[src/rtl/uart_rx_fifo.sv]
// Receive FIFO between the buart receiver and the CPU bus.
// Exposes a DATA word (pop on read) and a STATUS/CTRL word, plus a level-based irq.
module uart_rx_fifo #(
  parameter int unsigned DEPTH_LOG2 = 4,
  parameter int unsigned IRQ_LEVEL  = 1
) (
  input  logic        clk,
  input  logic        reset,
  input  logic        rx_valid,
  input  logic [7:0]  rx_data,
  output logic        rx_rd,
  input  logic        sys_select,
  input  logic        sys_addr,
  input  logic        sys_rd,
  input  logic [3:0]  sys_we,
  input  logic [31:0] sys_wdata,
  output logic [31:0] sys_rdata,
  output logic        irq
);

  localparam int unsigned DEPTH = 1 << DEPTH_LOG2;
  localparam int unsigned PW    = DEPTH_LOG2;
  localparam int unsigned LW    = DEPTH_LOG2 + 1;

  typedef enum logic [1:0] {IDLE, ACK, WAIT} state_e;

  state_e          state_q, state_d;
  logic [PW-1:0]   rd_ptr_q, rd_ptr_d, wr_ptr_q, wr_ptr_d;
  logic [LW-1:0]   level_q, level_d;
  logic            overflow_q, overflow_d;
  logic            irq_en_q, irq_en_d;
  logic            rx_rd_q, rx_rd_d;
  logic            irq_q, irq_d;
  logic [7:0]      mem_q [DEPTH];

  logic            full, empty, push_try, push, pop, ctrl_wr, flush, ovf_set;
  logic [7:0]      head_byte;
  logic            unused_bits;

  assign full      = (level_q == LW'(DEPTH));
  assign empty     = (level_q == '0);
  assign ctrl_wr   = sys_select & sys_addr & sys_we[0];
  assign flush     = ctrl_wr & sys_wdata[1];
  assign push_try  = (state_q == IDLE) & rx_valid;
  // full is judged on the pre-pop level; a flush drops the byte silently
  assign push      = push_try & ~full & ~flush;
  assign ovf_set   = push_try & full & ~flush;
  assign pop       = sys_select & sys_rd & ~sys_addr & ~empty;
  assign head_byte = empty ? 8'h00 : mem_q[rd_ptr_q];
  assign unused_bits = ^{sys_we[3:1], sys_wdata[31:3]};

  // Capture handshake: every byte is acknowledged, pushed or not
  always_comb begin
    state_d = state_q;
    case (state_q)
      IDLE:    if (rx_valid) state_d = ACK;
      ACK:     state_d = WAIT;
      WAIT:    if (!rx_valid) state_d = IDLE;
      default: state_d = IDLE;
    endcase
  end

  always_comb begin
    rd_ptr_d   = rd_ptr_q;
    wr_ptr_d   = wr_ptr_q;
    level_d    = level_q;
    overflow_d = overflow_q;
    irq_en_d   = irq_en_q;
    if (flush) begin
      rd_ptr_d = '0;
      wr_ptr_d = '0;
      level_d  = '0;
    end else begin
      if (push) wr_ptr_d = wr_ptr_q + PW'(1);
      if (pop)  rd_ptr_d = rd_ptr_q + PW'(1);
      case ({push, pop})
        2'b10:   level_d = level_q + LW'(1);
        2'b01:   level_d = level_q - LW'(1);
        default: level_d = level_q;
      endcase
    end
    if (ovf_set)                     overflow_d = 1'b1;
    else if (ctrl_wr & sys_wdata[0]) overflow_d = 1'b0;
    if (ctrl_wr) irq_en_d = sys_wdata[2];
    rx_rd_d = (state_d == ACK);
    irq_d   = irq_en_d & ((level_d >= LW'(IRQ_LEVEL)) | overflow_d);
  end

  always_ff @(posedge clk) begin
    if (reset) begin
      state_q    <= IDLE;
      rd_ptr_q   <= '0;
      wr_ptr_q   <= '0;
      level_q    <= '0;
      overflow_q <= 1'b0;
      irq_en_q   <= 1'b0;
      rx_rd_q    <= 1'b0;
      irq_q      <= 1'b0;
    end else begin
      state_q    <= state_d;
      rd_ptr_q   <= rd_ptr_d;
      wr_ptr_q   <= wr_ptr_d;
      level_q    <= level_d;
      overflow_q <= overflow_d;
      irq_en_q   <= irq_en_d;
      rx_rd_q    <= rx_rd_d;
      irq_q      <= irq_d;
    end
  end

  always_ff @(posedge clk) begin
    if (push) mem_q[wr_ptr_q] <= rx_data;
  end

  // Bus read mux; CPU samples the pre-pop head in the popping cycle
  always_comb begin
    sys_rdata = '0;
    if (sys_select) begin
      if (sys_addr) sys_rdata = {overflow_q, 22'b0, irq_en_q, 8'(level_q)};
      else          sys_rdata = {23'b0, ~empty, head_byte};
    end
  end

  assign rx_rd = rx_rd_q;
  assign irq   = irq_q;

endmodule

[config.mk]
export PLATFORM = sky130hd
export DESIGN_NAME = uart_rx_fifo
export DESIGN_NICKNAME = d
export VERILOG_FILES = /design/src/rtl/uart_rx_fifo.sv
export SDC_FILE = /design/constraint.sdc
export NUM_CORES = 1
export LEC_CHECK = 0
export CORE_MARGIN = 2
export CORE_UTILIZATION = 24
export CTS_BUF_LIST = sky130_fd_sc_hd__clkbuf_8
export CTS_CLUSTER_DIAMETER = 30
export DETAILED_ROUTE_END_ITERATION = 8
export GPL_TIMING_DRIVEN = 0
export PLACE_DENSITY_LB_ADDON = 0.3
export SYNTH_ARGS = -nofsm -noshare
export SYNTH_HDL_FRONTEND = slang
export SYNTH_SLANG_ARGS = --single-unit
[constraint.sdc]
create_clock -name clk -period 3.5 [get_ports clk]
set_clock_uncertainty 0.1 [all_clocks]
set_input_delay 0.35 -clock clk [delete_from_list [all_inputs] [get_ports clk]]
set_output_delay 0.35 -clock clk [all_outputs]
set_load 0.01 [all_outputs]
* Yosys cells after proc, flatten, opt, wreduce, memory -nomap -nowiden
Memories as Yosys holds them, arrays and structs flattened. A register that Yosys moved wholly into a read port is not among the register bits.
Cells that the tools add are included.
** Operators by class
- Add/subtract/negate cells :: 4
- Magnitude comparators :: 1
- Equal/unequal tests :: 6
- Mux-type cells :: 15
- Bitwise gates (word level) :: 18
- Reduce and logical (&&, ||, !) cells :: 3
** Operators by type and width (count)
- 32-bit two-way mux :: 2
- 1-bit bitwise AND :: 13
- 5-bit one-hot mux with 2 select lines :: 1
- 4-bit by 1-bit adder with 4-bit output, second input constant :: 2
- 4-bit two-way mux :: 2
- 8-bit two-way mux :: 1
- 2-bit by 1-bit == test with 1-bit output, second input constant :: 3
- 2-bit one-hot mux with 3 select lines :: 1
- 5-bit by 1-bit adder with 5-bit output, second input constant :: 1
- 5-bit == test, second input constant :: 1
- 5-bit by 1-bit greater-or-equal comparator with 1-bit output, second input constant :: 1
- 5-bit zero test :: 1
- 1-bit two-way mux :: 5
- 5-bit two-way mux :: 1
- 5-bit by 1-bit subtractor with 5-bit output, second input constant :: 1
- 2-bit == test, second input constant :: 2
- 2-bit two-way mux :: 2
- 1-bit NOT :: 4
- 2-bit zero test :: 1
- 2-bit OR reduction :: 1
- 1-bit OR :: 1
** Word-level totals
- Register bits after elaboration :: 19
- Memory bits (writable) :: 128
- Input bits :: 50
- Output and inout bits :: 34
- Word-level logic and storage cells :: 56
- Memories kept :: 1
** Memories
- mem_q :: depth 16, width 8, read ports 1, clocked after memory_dff 1, wr ports 1, RTL line 34 : logic [7:0] mem_q [DEPTH];

* Longest topological paths before layout
- Depth after elaboration :: 11
- Depth in mapped cells :: 13
- Depth with buffers taken out :: 11

* Least setup slack after synthesis
No wires, ideal clock.
- Path kind :: input to register
- Start :: in rx_valid
- End :: reg irq_q, in the netlist irq
- Library setup time :: 0.120 ns
- Data arrival time :: 2.868 ns
- Data required time :: 3.280 ns
- Slack :: 0.413 ns
- Stages on the path :: 12
- Path buffers :: 1
- Path through :: or3b_1 > a211oi_4 > inv_1 > ha_1 > clkbuf_1 > xor2_1 > ha_1 > a21oi_1 > mux2i_1 > mux2i_1 > nand4_1 > o31a_1
** On the way
- Word-level cells in the longest chain between the ends :: 9
- Elaborated cells on any way between the ends :: 13
** Ends and longest elaborated chain
- start, declared :: RTL line 9 : input logic rx_valid,
- 1-bit bitwise AND (*) :: RTL line 44 : assign push_try = (state_q == IDLE) & rx_valid;
- 1-bit bitwise AND (2 in a row) :: RTL line 46 : assign push = push_try & ~full & ~flush;
- 2-bit by 1-bit == test with 1-bit output or 2-bit == test (tied branches) :: RTL line 76 : case ({push, pop})
- 5-bit one-hot mux with 2 select lines :: RTL line 76
- 5-bit two-way mux :: RTL line 69 : if (flush) begin
- 5-bit by 1-bit greater-or-equal comparator with 1-bit output :: RTL line 86 : irq_d = irq_en_d & ((level_d >= LW'(IRQ_LEVEL)) | overflow_d);
- 1-bit OR (*) :: RTL line 86
- 1-bit bitwise AND (*) :: RTL line 86
- end signal, assigned :: RTL line 107 : irq_q <= irq_d;
- end, declared :: RTL line 33 : logic irq_q, irq_d;
Mark *: on every way between the ends. The rest lies on a longest branch, timed or not.
A chain may end at the register's enable or synchronous reset.

==> reports/qor.yml <==
status:
  status: "complete, no violations"
global_route:
  grt_pass1_vias: 3583
  grt_remaining_overflow: 0
  grt_usage: 0.0964
  grt_pass1_wl_um: 20200
  antenna_found_initial: 0
  grt_max_degree: 17
timing:
  hold_viol: 0
  fin_crit_ns: 3.32
  fin_crit_sh: 0.948
  tightest_slew_ns: 0.889
  whs_ns: 0.194
  setup_ws_ns: 0.183
  setup_violations: 0
  maxSlewViolCount: 0
  fmax_mhz: 301
  rsz0062_at_grt: "false"
  slew_headroom: 0.405
synth:
  synth-seq-cells: 151
  synthFlopType: "edfxtp_1"
  syn_inst: 382
  ys_seq_area_frac: 0.670
  async_reset_ff_frac: 0
  synth_edf_count: 128
  avgSynthCellArea_sq_um: 16.8
  syn_area_sq_um: 6420
  synth.distinct_cells: 42
  synth_warnings: 0
clocking:
  cts_hold_buf: 0
  cts_buffer_depth: 2
  cts.reportedPaths.clkPinSlew_ns: 0.08
  clock-sinks: 151
  cts-root-buf: "clkbuf_8"
  cts_tree: "built"
  numCtsBuffers: 17
  htreeDepth: 4
  insertion_delay_ns: 0.44
power:
  irDropWorstVdd_mv: 0.207
  leakagePower_nw: 2.54
  p_per_area_nw_per_um2: 475
  p_total_mw: 3.63
run:
  max-cap-violations: 0
route:
  highest_layer: "met4"
  vias: 3352
  wl_met3_um: 384
  wl_um: 12600
  vias_per_cell: 4.20
  m1WireLength_um: 5750
  drc: 0
  drtAntennaViolNets: 0
  drt_iter0_drc: 203
  dr.pass1.iters: 4
  dr_wl_met2_um: 6210
  wl_per_cell_um: 15.8
die:
  pin_count: 84
  die_width_um: 168
  start_util: 0.246
  die_area_sq_um: 28100
  coreArea_sq_um: 26100
  rows: 59
  die_height_um: 168
critical_path:
  crit_fanout: 10
  crit_path_start_kind: "flop"
  worstSetupPathType: "flop to output port"
  end_kind: "output port"
  cp_data_required_time_ns: 3.05
  crit_arrival_ns: 2.87
place:
  dp_hpwl_um: 9010
  place_ws_ns: -0.537
  portBuffers: 28
  place_congestion: 0.735
  place_area_sq_um: 7200
layout:
  final_util: 0.292
  n_antenna_cell: 0
  fillers: 2595
  num-nets-final: 509
  final_cell_area_sq_um: 7640
  drive_gt1_frac: 0.207
  syn_to_final_growth_pct: 19.0
worst_hold_path:
  hold_path.class: "input pin to flop"
repair_timing:
| action | CTS | global route |
|---|---|---|
| pin swaps | 1 | 1 |
| setup buffers | 1 | 0 |
| resized for setup | 0 | 4 |
| setup endpoints to repair | 1 | 3 |
cell families (layout without fill, tap and decap cells):
logic type               Yosys count  count (layout)  share of synthesized area
flip-flops                       151             151                      0.670
other                              1              22                   0.000584
AND/OR/NAND/NOR                   86              86                     0.0657
adder cells (fa/ha/maj)            8               8                     0.0156
multiplexers                      46              46                      0.151
AO/OA/AOI/OAI                     27              27                     0.0329
buffers and inverters             54             114                     0.0516
XOR/XNOR                           9               9                     0.0123
cell usage in the layout, fill, tap and decap left out, drive strengths merged, types with 2 or more instances in the layout:
cell and instances:
clkinvlp 3, a21oi 6, xor2 7, o21ai 6
nor2 32, bufinv 3, and2 2, dfxtp 23
mux2i 9, inv 17, nand3 4, buf 33
nand2 20, conb 22, nor2b 7, mux4 37
a211o 2, edfxtp 128, nand4 4, clkdlybuf4s50 28
nand3b 2, a211oi 7, nor3 5, xnor2 2
nand2b 5, ha 8, clkinv 3, clkbuf 27
per-layer routing:
| metal | GRT usage | up-vias |
|---|---|---|
| met2 | 0.161 | 77 |
| met4 | 0.0427 | 0 |
| met3 | 0.0232 | 15 |
| met1 | 0.119 | 1704 |
| met5 | 0 | - |
| li1 | - | 1556 |
cell type report:
type / count / area (sq um) / area share
multi-input combinational: 198 / 1880 / 0.246
inverter: 12 / 45.0 / 0.00590
clock buffer: 17 / 234 / 0.0306
tap: 335 / 419 / 0.0549
buffer: 41 / 287 / 0.0375
timing repair buffer: 30 / 293 / 0.0383
clock inverter: 14 / 175 / 0.0229
sequential: 151 / 4300 / 0.564
where the power goes:
part | switching, mW | internal [mW] | total (mW)
Sequential | 0.0101 | 1.97 | 1.98
Clock | 0.655 | 0.708 | 1.36
Combinational | 0.154 | 0.128 | 0.281
path summary, 6_finish.rpt:
| check | from | end | cells after the start | slack (ns) |
|---|---|---|---|---|
| setup / recovery | flop | sys_rdata[3] | 7 | 0.18 |
| setup reg to reg | level_q[4] | irq | 10 | 0.27 |
| hold reg to reg | state_q[0] | state_q[1] | 2 | 0.39 |
| hold / removal | reset | state_q[0] | 2 | 0.19 |
per-stage QoR:
step           cells  setup TNS (ns)
4_1_cts          799               0
3_3_place_gp     766           -3.35
5_1_grt          798               0
2_1_floorplan    403               0
3_5_place_dp     767           -5.01
6_report         798               0
registers in the layout, indices dropped and copies added (netlist names), named ones only:
register	cells
irq	1
irq_en_q	1
level_q	5
mem_q	128
overflow_q	1
rd_ptr_q	4
rx_rd	1
state_q	2
wr_ptr_q	4
synthesized netlist by cell type, drive strengths merged, types with 5 or more instances:
| cell | count | share of area |
|---|---|---|
| dfxtp | 23 | 0.072 |
| inv | 12 | 0.0070 |
| nor3 | 5 | 0.0039 |
| a211oi | 7 | 0.010 |
| xor2 | 7 | 0.0095 |
| a21oi | 6 | 0.0047 |
| ha | 8 | 0.016 |
| nor2b | 7 | 0.0068 |
| mux2i | 9 | 0.014 |
| buf | 32 | 0.039 |
| nand2 | 20 | 0.012 |
| nor2 | 32 | 0.019 |
| nand2b | 5 | 0.0049 |
| o21ai | 6 | 0.0047 |
| mux4 | 37 | 0.14 |
| edfxtp | 128 | 0.60 |
| clkbuf | 10 | 0.0058 |
worst max-delay path, cell delays in order, from the launching register on:
cell	delay, ns
dfxtp_1	0.33
buf_6	0.14
buf_8	0.17
mux4_1	0.62
mux4_2	0.51
inv_1	0.08
o21ai_1	0.06
clkdlybuf4s50_1	0.51
No activity file was read; power rests on OpenSTA's default activity.
